<file path="config.mk">
export PLATFORM = sky130hd
export DESIGN_NAME = mem_arbiter
export DESIGN_NICKNAME = d
export VERILOG_FILES = /design/src/rtl/arm_mem_pkg.sv /design/src/rtl/mem_timeout_ctr.sv /design/src/rtl/mem_arbiter.sv
export SDC_FILE = /design/constraint.sdc
export NUM_CORES = 1
export LEC_CHECK = 0
export BUFFER_PORTS_ARGS = -buffer_cell sky130_fd_sc_hd__buf_2
export CORE_MARGIN = 2
export CORE_UTILIZATION = 34
export DETAILED_ROUTE_END_ITERATION = 10
export PLACE_DENSITY_LB_ADDON = 0.2
export SLEW_MARGIN = 20
export SYNTH_ARGS = -nofsm -noshare
export SYNTH_HDL_FRONTEND = slang
export SYNTH_HIERARCHICAL = 1
export SYNTH_SLANG_ARGS = --single-unit
</file>
<file path="constraint.sdc">
create_clock -name clk -period 2.1 [get_ports clk]
set_input_delay 0.315 -clock clk [delete_from_list [all_inputs] [get_ports clk]]
set_output_delay 0.315 -clock clk [all_outputs]
set_load 0.005 [all_outputs]
</file>
<file path="src/rtl/arm_mem_pkg.sv">
// +----------------------------------------------------------------------+
// | arm_mem_pkg: shared encodings for the mem_arbiter slice.             |
// | Rev 1.0                                                              |
// +----------------------------------------------------------------------+
`default_nettype none

package arm_mem_pkg;

  typedef enum logic [1:0] {
    IDLE  = 2'b00,
    ISSUE = 2'b01,
    DONE  = 2'b10
  } state_t;

  localparam logic GNT_I = 1'b0;
  localparam logic GNT_D = 1'b1;

  localparam int unsigned DEF_ADDR_W = 32;
  localparam int unsigned DEF_DATA_W = 32;

endpackage

`default_nettype wire

</file>
<file path="src/rtl/mem_timeout_ctr.sv">
// +----------------------------------------------------------------------+
// | mem_timeout_ctr: counts ISSUE cycles, flags the last allowed cycle.  |
// | Rev 1.0                                                              |
// +----------------------------------------------------------------------+
`default_nettype none

module mem_timeout_ctr #(
  parameter int unsigned TIMEOUT = 16
) (
  input  logic clk,
  input  logic reset,
  input  logic clear,
  input  logic enable,
  output logic expired
);

  localparam int unsigned CNT_W = (TIMEOUT > 1) ? $clog2(TIMEOUT) : 1;
  localparam logic [CNT_W-1:0] LAST = CNT_W'(TIMEOUT - 1);

  logic [CNT_W-1:0] count;

  // Saturate at LAST so the count never wraps if the caller lingers.
  always_ff @(posedge clk or negedge reset) begin
    if (!reset) begin
      count <= '0;
    end else if (clear) begin
      count <= '0;
    end else if (enable && !expired) begin
      count <= count + 1'b1;
    end
  end

  assign expired = enable && (count == LAST);

endmodule

`default_nettype wire

</file>
<file path="src/rtl/mem_arbiter.sv">
// +----------------------------------------------------------------------+
// | mem_arbiter: fetch/data arbiter sharing one memory port, with abort  |
// | on timeout. Define ARB_ROUND_ROBIN_EN for round-robin tie-breaking.  |
// | Rev 1.0                                                              |
// +----------------------------------------------------------------------+
`default_nettype none

module mem_arbiter
  import arm_mem_pkg::*;
#(
  parameter int unsigned ADDR_W  = DEF_ADDR_W,
  parameter int unsigned DATA_W  = DEF_DATA_W,
  parameter int unsigned TIMEOUT = 16
) (
  input  logic              clk,
  input  logic              reset,
  input  logic              i_req,
  input  logic [ADDR_W-1:0] i_addr,
  output logic              i_ack,
  output logic [DATA_W-1:0] i_rdata,
  input  logic              d_req,
  input  logic              d_we,
  input  logic [3:0]        d_be,
  input  logic [ADDR_W-1:0] d_addr,
  input  logic [DATA_W-1:0] d_wdata,
  output logic              d_ack,
  output logic [DATA_W-1:0] d_rdata,
  output logic              bus_err,
  output logic              mem_req,
  output logic              mem_we,
  output logic [3:0]        mem_be,
  output logic [ADDR_W-1:0] mem_addr,
  output logic [DATA_W-1:0] mem_wdata,
  input  logic              mem_ack,
  input  logic [DATA_W-1:0] mem_rdata
);

  state_t            state;
  state_t            next_state;
  logic              grant;
  logic              win;
  logic              take;
  logic              finish;
  logic              timed_out;
  logic              expired;
  logic [DATA_W-1:0] rdata_sel;

`ifdef ARB_ROUND_ROBIN_EN
  logic last_grant;

  always_ff @(posedge clk or negedge reset) begin
    if (!reset) begin
      last_grant <= GNT_D;
    end else if (take) begin
      last_grant <= win;
    end
  end
`endif

  always_ff @(posedge clk or negedge reset) begin
    if (!reset) begin
      state <= IDLE;
    end else begin
      state <= next_state;
    end
  end

  always_comb begin
    next_state = state;
    take       = 1'b0;
    finish     = 1'b0;
    timed_out  = 1'b0;
    win        = GNT_D;
    rdata_sel  = '0;
    case (state)
      IDLE: begin
`ifdef ARB_ROUND_ROBIN_EN
        if (i_req && d_req) begin
          win = ~last_grant;
        end else begin
          win = d_req ? GNT_D : GNT_I;
        end
`else
        win = d_req ? GNT_D : GNT_I;
`endif
        if (i_req || d_req) begin
          take       = 1'b1;
          next_state = ISSUE;
        end
      end
      ISSUE: begin
        // An ack in the expiring cycle still completes cleanly.
        if (mem_ack) begin
          finish     = 1'b1;
          next_state = DONE;
          if (!mem_we) begin
            rdata_sel = mem_rdata;
          end
        end else if (expired) begin
          finish     = 1'b1;
          timed_out  = 1'b1;
          next_state = DONE;
        end
      end
      DONE:    next_state = IDLE;
      default: next_state = IDLE;
    endcase
  end

  mem_timeout_ctr #(
    .TIMEOUT (TIMEOUT)
  ) u_timeout (
    .clk     (clk),
    .reset   (reset),
    .clear   (take),
    .enable  (state == ISSUE),
    .expired (expired)
  );

  always_ff @(posedge clk or negedge reset) begin
    if (!reset) begin
      grant     <= GNT_I;
      mem_req   <= 1'b0;
      mem_we    <= 1'b0;
      mem_be    <= '0;
      mem_addr  <= '0;
      mem_wdata <= '0;
      i_ack     <= 1'b0;
      i_rdata   <= '0;
      d_ack     <= 1'b0;
      d_rdata   <= '0;
      bus_err   <= 1'b0;
    end else begin
      i_ack   <= 1'b0;
      i_rdata <= '0;
      d_ack   <= 1'b0;
      d_rdata <= '0;
      bus_err <= 1'b0;
      if (take) begin
        grant   <= win;
        mem_req <= 1'b1;
        if (win == GNT_D) begin
          mem_we    <= d_we;
          mem_be    <= d_be;
          mem_addr  <= d_addr;
          mem_wdata <= d_wdata;
        end else begin
          mem_we    <= 1'b0;
          mem_be    <= 4'b1111;
          mem_addr  <= i_addr;
          mem_wdata <= '0;
        end
      end
      if (finish) begin
        mem_req <= 1'b0;
        bus_err <= timed_out;
        if (grant == GNT_D) begin
          d_ack   <= 1'b1;
          d_rdata <= rdata_sel;
        end else begin
          i_ack   <= 1'b1;
          i_rdata <= rdata_sel;
        end
      end
    end
  end

endmodule

`default_nettype wire

</file>
After elaboration in Yosys (flattened, before gate mapping):

Index checks and enable logic that the tools add are counted.

* input port bits: 138
* logic and storage cells: 59
* bits in registers: 144

* multiplexer cells: 33
* $add $sub $neg: 1
* equality and inequality tests: 4
* reduce and logical (&&, ||, !) cells: 8

Operators with widths (count)
* $mux 32: 9
* $mux 1: 17
* $mux 4: 3
* $mux 2: 3
* $add 4x1->4 const B: 1
* $eq 4x4->1 const B: 1
* $pmux 2 s2: 1
* $reduce_bool 2->1: 2
* $ne 3x3->1 const B: 1
* $eq 2x1->1 const B: 1
* $logic_and 1x1->1: 2
* $logic_not 2->1: 1
* $ne 2x2->1 const B: 1
* $reduce_and 2->1: 1
* $logic_not 1->1: 1
* $logic_or 1x1->1: 1

Longest topological paths before layout:

Gate-level depths: netlist (run 1).

* depth in word-level cells: 6
* gate-level depth with buffers: 7

By module:

Netlist (run 1), hierarchy kept.

Modules (own cells, without submodules)
* mem_arbiter: instances 1, area an instance 5082.4 µm², cells an instance 361, seq. area each 3503.4 µm²
* mem_timeout_ctr: instances 1, area an instance 239.0 µm², cells an instance 21, seq. area each 100.1 µm²

Least setup slack after synthesis (run 1):

Ideal clock, no wire load.

* path type: flip-flop to flip-flop
* from: register state[1]
* to: register i_rdata[22]
* cell stages (with the launch flop): 8
* arrival: 1746 ps
* data required time: 1980 ps
* setup time: 120 ps
* path buffers: 1
* path slack: 235 ps
* path through: dfrtp_1 > nand2b_4 > inv_1 > and4_2 > nor2_1 > nor3_2 > buf_2 > and3_1

* word-level cells in the longest chain between the ends: 6
* elaborated cells between the ends (all ways): 8
* classes of those cells: eq/ne (1); mux (6); reduce/logical (1)

Ends and longest elaborated chain
* from (decl): RTL line mem_arbiter.sv:38 `state_t state;`
* from (signal assigned): RTL line mem_arbiter.sv:64 `state <= next_state;`
* $eq 2x1->1: RTL line mem_arbiter.sv:116 `.enable (state == ISSUE),`
* $logic_and 1x1->1: RTL line mem_timeout_ctr.sv:33 `assign expired = enable && (count == LAST);`
* net expired: RTL line mem_arbiter.sv:45 `logic expired;`
* $mux 1: RTL line mem_arbiter.sv:99 `end else if (expired) begin`
* $mux 1: RTL line mem_arbiter.sv:93 `if (mem_ack) begin`
* $mux 1: RTL line mem_arbiter.sv:75 `case (state)`
* $mux 32: RTL line mem_arbiter.sv:154 `if (finish) begin`
* to (signal assigned): RTL line mem_arbiter.sv:162 `i_rdata <= rdata_sel;`
* to (decl): RTL line mem_arbiter.sv:20 `output logic [DATA_W-1:0] i_rdata,`

The timed path passes the listed nets, and every way through them passes these cells.
A chain may end at the register's enable or synchronous reset.

Final worst setup path (run 1):

* from: register state[1]
* to: register i_rdata[28]

Same word-level chain as after synthesis.

==> run metrics, run 1 <==
Worst VDD drop=0.612 mV; Overflow after GRT=0; register area share after synthesis=slightly below 70%; Area contributors post-synth=dfrtp_1 (68%), and3_1 (7.5%), a22o_1 (5.4%); Clock Power Share=33.5%; largest net degree at the start of global routing=between 60 and 70; final hold vios=0; Max FO, Critical Path=33; Tcrit/Tclk final=between 90 and 100%; vias in the first global route=~4200; Critical Path RT=between 2 and 2.5 ns; Clock Latency Late Sink=0.41 ns; endpoint type of the worst setup path=flip-flop; Core ar.=roughly 0.015 mm2; unrepaired setup endpoints after global routing=no; worst setup path start=state[1]$_DFFE_PN0P_; Internal=around 0.0074 W; cell breakdown of the critical path=nand2b_4 -> inv_1 -> and4_2 -> nor2_2 -> nor3_2 -> buf_12 -> and3_1; commonest non-fill, non-tap cell in the layout=buf_2; first-pass GRT wire length=about 22000 um; CP delay by family, top=simple AND/OR/NAND/NOR gates; CP arrival=around 2.3 ns; flops & latches, synth=144; XOR/XNOR share of the synthesized area=0%; routed length per instance=around 16 um; Iteration-0 DRC Markers=168; Async SR Flop Fraction=100%; Pre-antenna DRT Iters=4; Slew Viols, Final=0; reg2reg start=state[1]$_DFFE_PN0P_; max frequency=roughly 510 MHz; largest family of logic cells by synthesized area=simple AND/OR/NAND/NOR gates; Synth Area in Simple Gates=14.4%; nature of the critical path startpoint=flip-flop; Final nets=between 700 and 800; min Tclk post-route=about 2 ns; Die Area=0.0167 mm2; Yosys top cell area share=67.7%; Setup Fix Bufs, Post-CTS=0; Root Buffer=clkbuf_16; hold_sp=d_be[2]; mux share of post-synthesis cell area=less than 1%; measured slew at the worst slew-check pin=slightly above 0.8 ns; power share of the combinational group=27.4%; final wirelength=between 10000 and 15000 um; compound-cell area share of the yosys netlist=between 10% and 20%; clk buf depth=2; prevailing post-synth register cell=dfrtp_1; max cap viols=0; DP HPWL=just over 10000 um; Setup Skew=0.00743 ns; gr usage total=17.2%; post-synthesis average cell area=~14 um2; most frequent cells in the layout=buf_2 (273), dfrtp_1 (144), and3_1 (64), a22o_1 (33); layout cells sized above 1=roughly half; Die W=about 130 um; Relative slew margins=around 46%; Mapped Cells=382; CP Class=flip-flop to flip-flop; num ports=roughly 280; P_leak=about 4.3 nW; Seq pwr share=between 30% and 40%; vias=~4200; switching pwr=about 0.0030 W; number of synthesized flops with an enable pin=0; Post-Synth Adder-Cell Area=0.235%; mapped cell area=around 0.0053 mm2; CTS Buf Count=17; Syn. warnings=6; Worst Hold Class=input pin to flip-flop; # rows=45; switching share of power=28.7%; WP buf/inv=2; CTS H-Tree Depth=4; power density cells=1350 mW/mm2; syn_nets=around 520; setup TNS=0 ns; CTS tree=done; hold_ws=0.111 ns; Diodes inserted=0; Area Growth Syn to Fin=43.9%; CP max-delay cell=dfrtp_1; Clock transition at path regs=~0.060 ns; initial antenna violation count=1; port buffer count=between 200 and 300; setup violators final=0; vias per inst=approximately 4.8; DRC violations left=0; cell taking the most area after synthesis=dfrtp_1; Placer Congestion=0.761; die height=roughly 130 um; sinks on the clock net=144; Starting Density=around a third; run status=finished clean; crit-path max cell delay=0.54 ns; Yosys cell types=37; post-route antenna net violation count=0
state kept, by name, summed over array words and instances (netlist names), 2 cells and up:
name,count
mem_addr,32
i_rdata,32
u_timeout/count,4
d_rdata,32
mem_be,4
state,2
mem_wdata,32
area by class of cell:
class / count / area (um2)
fillers: 1392 / 7600
well taps: 211 / 264
flip-flops and latches: 144 / 3600
clock inverters: 8 / 198
inverters: 5 / 18.8
repair buffers: 283 / 1520
clock buffers: 24 / 492
multi-input cells: 203 / 1560
cell usage after synthesis (all sizes together), types with 2 or more instances:
library cell,count
nor2b,2
o21ai,2
nor3,4
and3,64
a21oi,6
buf,22
nor3b,2
o22ai,10
clkbuf,8
nand2,3
inv,5
nor2,4
and2,27
or3b,2
a22o,33
nand2b,3
a221o,27
dfrtp,144
o22a,4
stage by stage:
step / setup slack (ns) / total power, W / cells / utilization [%] / cell area [um2]
5_1_grt: 0.00828 / 0.0110 / 878 / 50.2 / 7660
3_5_place_dp: 0.00759 / 0.00696 / 845 / 45.6 / 6960
6_report: 0.134 / 0.0104 / 878 / 50.2 / 7660
4_1_cts: 0.00810 / 0.0105 / 878 / 50.2 / 7660
2_1_floorplan: 0.235 / 0.00557 / 382 / - / 5320
3_3_place_gp: 0.111 / 0.00690 / 845 / 45.6 / 6960
power groups by stage:
| stage | registers [W] | clock network, W | logic (W) |
|---|---|---|---|
| after detailed placement | 0.00406 | 0 | 0.00289 |
| after floorplan | 0.00409 | 0 | 0.00147 |
| after CTS | 0.00405 | 0.00354 | 0.00289 |
| after global placement | 0.00407 | 0 | 0.00283 |
| final | 0.00405 | 0.00347 | 0.00284 |
| after global routing | 0.00415 | 0.00367 | 0.00317 |
cells by family (layout without fill, tap and decap cells):
group,count (synthesis),after routing
DFF,144,144
and+or+nand+nor,115,115
AOI/OAI and AO/OA,85,85
buffers and inverters,35,320
muxes,2,2
adders and majority gates,1,1
routing by layer:
layer	vias up	track usage (%)	wire length [um]
met3	33	6.07	1220
met1	1983	21.5	5980
met4	2	8.12	398
met2	203	26.7	6670
met5	-	0	11
li1	1950	-	-
what timing repair did:
action,in CTS,in global routing
hold endpoints to repair,50,0
hold buffers,1,0
endpoints found under the setup margin,0,64
gates resized for setup,0,1
final timing paths:
path                                                  to  slack (ns)  cells after the start
worst max-delay path               i_rdata[28]$_DFF_PN0_        0.13                      7
worst min-delay path               mem_be[2]$_DFFE_PN0P_        0.11                      2
worst max register to register     i_rdata[28]$_DFF_PN0_        0.13                      7
worst min register to register  mem_wdata[4]$_DFFE_PN0P_        0.50                      1
max in group asynchronous       mem_wdata[3]$_DFFE_PN0P_        1.04                      3
min in group asynchronous          d_rdata[17]$_DFF_PN0_        0.42                      2
(Power assumes the default switching activity.)
==> run 2: changes to the inputs <==
- CELL_PAD_IN_SITES_DETAIL_PLACEMENT: default -> 0
- CELL_PAD_IN_SITES_GLOBAL_PLACEMENT: default -> 1
==> run 2 against run 1 <==
Against the previous run: critical path depth unchanged; register-to-register slack got worse by 0.03 ns; routed wire length increased by 1.2%; sequential share of layout area increased by 0.40 points; flip-flop and latch count unchanged; highest routed layer is now met4.
==> run metrics, run 2 (synthesis results as in run 1) <==
run status=finished clean; max layer used=met4; # rows=45; Slew Viols, Final=0; setup TNS=0 ns; Worst Hold Class=input pin to flip-flop; CTS tree=done; CP max-delay cell=dfrtp_1; Setup Skew=about 0.011 ns; Multi-input gate area=0.00157 mm2; nature of the critical path startpoint=flip-flop; met1 WL=just under 6000 um; crit-path max cell delay=0.53 ns; max frequency=502 MHz; Setup Fix Bufs, Post-CTS=0; Placer Congestion=about 0.77; post-layout util=49.8%; Die W=129 um; gr usage total=between 10% and 20%; Final nets=around 800; worst r2r dst=i_rdata[5]$_DFF_PN0_; CTS H-Tree Depth=4; CP arrival=roughly 2.3 ns; Iteration-0 DRC Markers=slightly above 200; hold path depth=2; measured slew at the worst slew-check pin=about 0.65 ns; min Tclk post-route=1.99 ns; unrepaired setup endpoints after global routing=no; end of the worst hold path=mem_be[3]$_DFFE_PN0P_; R2R depth=7; vias=roughly 4100; CP Class=flip-flop to flip-flop; Root Buffer=clkbuf_16; DRC violations left=0; num ports=275; routed length per instance=about 16 um; met3 wire length=806 um; Critical Path RT=about 2.4 ns; post-route antenna net violation count=0; Starting Density=34.9%; vias in the first global route=a little over 4000; P_leak=approximately 4.3 nW; setup violators final=0; Fill cells=1381; largest net degree at the start of global routing=65; cell breakdown of the critical path=nand2b_4 -> inv_1 -> and4_2 -> nor2_2 -> nor3_2 -> buf_12 -> and3_1; Pre-antenna DRT Iters=4; Tcrit/Tclk final=about 95%; vias per inst=4.70; first-pass GRT wire length=21800 um; port buffer count=between 200 and 300; Area Growth Syn to Fin=42.7%; Worst VDD drop=between 0.5 and 0.6 mV; max cap viols=0; clk buf depth=2; Core ar.=approximately 0.015 mm2; DP HPWL=approximately 10000 um; Relative slew margins=a little under three fifths; Diodes inserted=0; most frequent cells in the layout=buf_2 (273), dfrtp_1 (144), and3_1 (64), a22o_1 (33); Reg area=approximately 0.0036 mm2; power density cells=about 1300 mW/mm2; reg2reg start=state[1]$_DFFE_PN0P_; WL met2=7580 um; internal reg-to-reg setup slack=~0.11 ns; initial antenna violation count=0; final hold vios=0; final wirelength=around 14000 um; sinks on the clock net=~140; layout cells sized above 1=approximately half; Overflow after GRT=0; hold_sp=d_be[3]; endpoint type of the worst setup path=flip-flop; Max FO, Critical Path=33; Die Area=0.0167 mm2; CTS Buf Count=17; die height=roughly 130 um; hold_ws=approximately 0.11 ns; Clock Latency Late Sink=between 0.4 and 0.5 ns; Clock transition at path regs=0.06 ns; commonest non-fill, non-tap cell in the layout=buf_2
==> run 2: power breakdown <==
part	switching (W)	internal (W)
logic	0.00140	0.00147
clock network	0.00115	0.00193
registers	0.000470	0.00356
==> run 2: final cells by class <==
class | count | share of cell area, %
inverters | 5 | 0.247
repair buffers | 286 | 20.2
flip-flops and latches | 144 | 47.4
multi-input cells | 203 | 20.6
clock buffers | 19 | 5.96
well taps | 211 | 3.48
clock inverters | 12 | 2.08
==> run 2: critical path, delay by kind of cell, from the launching register on <==
kind | cells | cell delay [ns]
simple gates | 5 | 1.04
flops | 1 | 0.53
buf+inv | 2 | 0.29
==> run 2: layer usage <==
metal	vias up	global-route usage [%]
met1	2021	20.8
met3	16	4.91
li1	1954	-
met2	147	29.1
met4	0	6.71
met5	-	0
==> run 2: worst max-delay path by stage <==
stage	start	end	depth (start not counted)
floorplan	state[1]$_DFFE_PN0P_	i_rdata[22]$_DFF_PN0_	7
global placement	state[1]$_DFFE_PN0P_	i_rdata[28]$_DFF_PN0_	7
detailed placement	state[1]$_DFFE_PN0P_	i_rdata[5]$_DFF_PN0_	7
CTS	state[1]$_DFFE_PN0P_	i_rdata[5]$_DFF_PN0_	7
global route	state[1]$_DFFE_PN0P_	i_rdata[28]$_DFF_PN0_	7
finish	state[1]$_DFFE_PN0P_	i_rdata[5]$_DFF_PN0_	7
==> run 2: what timing repair did <==
action / in CTS / in global routing
setup endpoints to repair: 31 / 0
endpoints found under the hold margin: 48 / 0
resized for setup: 1 / 0
hold buffers: 1 / 0
==> run 2: per-stage QoR <==
step                      power [W]  worst slack [ns]  instances  cell area, um2
after floorplan             0.00557             0.235        382            5320
after global placement      0.00691            0.0918        848            6970
after detailed placement    0.00698           -0.0474        848            6970
after CTS                    0.0101             0.100        880            7590
after global routing         0.0106          0.000411        880            7590
final                       0.00997             0.107        880            7590
==> run 3: changes to the inputs <==
- SYNTH_HIERARCHICAL: 1 -> default
==> run 3 against run 2 <==
Against the previous run: combinational power is 9.8% lower; first-iteration DRC count decreased by 28%; highest routed layer unchanged; critical path depth is 4 lower; non-clock buffer count up 5.
==> run metrics, run 3 <==
post-route antenna net violation count=0; clk buf depth=2; gr usage total=17.7%; num ports=~280; Starting Density=between 30% and 40%; Synth Area in Simple Gates=11.1%; Root Buffer=clkbuf_16; PostCTS Resize Cnt=0; DP HPWL=~11000 um; Mapped Cells=around 420; nature of the critical path startpoint=flip-flop; flops & latches, synth=around 140; CP arrival=2.04 ns; Power Total=~0.0096 W; # rows=45; unrepaired setup endpoints after global routing=no; final wirelength=~15000 um; Worst Hold Class=input pin to flip-flop; mux share of post-synthesis cell area=~1.1%; switching share of power=between 30% and 40%; most frequent cells in the layout=buf_2 (273), dfrtp_1 (144), o22ai_1 (52), and3_1 (34), a22o_1 (33); syn_nets=about 560; vias in the first global route=roughly 4600; Die W=130 um; Core ar.=0.0153 mm2; placed insts=approximately 900; Setup Fix Bufs, Post-CTS=0; Area contributors post-synth=dfrtp_1 (67%), o22ai_1 (6.1%), a22o_1 (5.4%); Overflow after GRT=0; power density cells=1260 mW/mm2; Post-synth top cells=dfrtp_1 (144), o22ai_1 (52), and3_1 (34); cell taking the most area after synthesis=dfrtp_1; number of synthesized flops with an enable pin=0; Worst VDD drop=0.605 mV; Diodes inserted=0; largest net degree at the start of global routing=49; Seq pwr share=42.1%; register area share after synthesis=roughly 67%; crit-path max cell delay=0.67 ns; Max FO, Critical Path=31; first-pass GRT wire length=approximately 23000 um; vias per inst=slightly below 5; die height=130 um; cell breakdown of the critical path=and4bb_2 -> and2b_1 -> and2_1; Post-Synth Adder-Cell Area=0.233%; Final nets=between 800 and 900; most numerous cell in the Yosys netlist=dfrtp_1; setup TNS=0 ns; Post-Place Cell Area=0.00698 mm2; CP max-delay cell=and2b_1; port buffer count=about 270; Setup Skew=between 0.008 and 0.009 ns; Critical Path RT=between 2 and 2.5 ns; CTS Buf Count=17; Pre-antenna DRT Iters=6; Clock Power Share=between 30% and 40%; Final Cell Area=0.00758 mm2; largest family of logic cells by synthesized area=compound AO/OA/AOI/OAI gates; measured slew at the worst slew-check pin=approximately 0.8 ns; Clock transition at path regs=around 0.070 ns; post-synthesis average cell area=approximately 13 um2; Hold-fix buffers, CTS=1; Iteration-0 DRC Markers=about 150; Internal=0.00655 W; compound-cell area share of the yosys netlist=between 10% and 20%; setup violators final=0; initial antenna violation count=0; max frequency=between 500 and 600 MHz; Area Growth Syn to Fin=41.4%; Slew Viols, Final=0; sinks on the clock net=144; Syn. warnings=0; Yosys top cell area share=between 60% and 70%; Clock Latency Late Sink=~0.42 ns; max cap viols=0; Placer Congestion=approximately 0.74; run status=finished clean; CTS H-Tree Depth=4; XOR/XNOR share of the synthesized area=0%; endpoint type of the worst setup path=flip-flop; vias=~4500; prevailing post-synth register cell=dfrtp_1; Final Non-Filler Cells=between 900 and 1000; CP Class=flip-flop to flip-flop; mapped cell area=approximately 0.0054 mm2; switching pwr=0.00301 W; Die Area=roughly 0.017 mm2; routed length per instance=16.0 um; P_leak=~4.1 nW; CP delay by family, top=simple AND/OR/NAND/NOR gates; Relative slew margins=45.0%; WP buf/inv=0; layout cells sized above 1=between 40% and 50%; commonest non-fill, non-tap cell in the layout=buf_2; Yosys cell types=35; power share of the combinational group=a little over a quarter; min Tclk post-route=around 1.7 ns; final hold vios=0; CTS tree=done; Tcrit/Tclk final=roughly four fifths; DRC violations left=0; Async SR Flop Fraction=between 90% and 100%
==> run 3: changes by cell type after synthesis, sizes merged, moves of 5 or more <==
cell	before	now
o22ai	10	52
and3	64	34
a221o	27	0
a21oi	6	28
o21ai	2	16
clkbuf	8	17
and2	27	32
buf	22	17
mux2i	1	6
nand3	0	5
==> run 3: final timing paths <==
| kind | slack, ns | depth (start not counted) | endpoint | startpoint |
|---|---|---|---|---|
| worst max-delay path | 0.41 | 3 | i_rdata[3]$_DFF_PN0_ | mem_we$_DFFE_PN0P_ |
| worst min-delay path | 0.11 | 2 | mem_wdata[5]$_DFFE_PN0P_ | d_wdata[5] |
| worst max register to register | 0.41 | 3 | i_rdata[3]$_DFF_PN0_ | mem_we$_DFFE_PN0P_ |
| min in group asynchronous | 0.39 | 2 | d_rdata[18]$_DFF_PN0_ | reset |
| worst min register to register | 0.49 | 1 | mem_req$_DFFE_PN0P_ | mem_req$_DFFE_PN0P_ |
| max in group asynchronous | 1.11 | 3 | i_rdata[3]$_DFF_PN0_ | reset |
==> run 3: power groups by stage <==
stage	combinational [W]	sequential (W)	clock [W]
after floorplan	0.00125	0.00411	0
after global placement	0.00259	0.00405	0
after detailed placement	0.00264	0.00405	0
after CTS	0.00263	0.00403	0.00304
after global routing	0.00289	0.00413	0.00317
final	0.00258	0.00402	0.00296
==> run 3: final cells by class <==
| class | instances | area, um2 |
|---|---|---|
| Fill cell | 1460 | 7730 |
| Sequential cell | 144 | 3600 |
| Multi-Input combinational cell | 241 | 1580 |
| Timing Repair Buffer | 291 | 1530 |
| Clock buffer | 18 | 439 |
| Tap cell | 211 | 264 |
| Clock inverter | 14 | 150 |
| Inverter | 3 | 11.3 |
==> run 3: per-stage QoR <==
stage | hold slack (ns) | setup slack (ns) | utilization [%]
floorplan | 0.0194 | 0.588 | -
global placement | 0.282 | 0.333 | 45.6
detailed placement | 0.290 | 0.360 | 45.6
CTS | 0.0868 | 0.347 | 49.5
global route | 0.0939 | 0.200 | 49.5
finish | 0.110 | 0.408 | 49.5
==> run 3: per-layer routing <==
metal | global-route usage [%] | up-vias | wire (um)
met5 | 0 | - | 0
met4 | 8.48 | 0 | 384
met3 | 4.58 | 28 | 946
met2 | 28.5 | 169 | 7200
met1 | 22.3 | 2174 | 6260
li1 | - | 2101 | -
==> run 3: logic make-up after synthesis <==
kind of cell | count (synthesis)
DFF | 144
AOI/OAI and AO/OA | 138
and+or+nand+nor | 96
buffers and inverters | 37
muxes | 6
adders and majority gates | 1
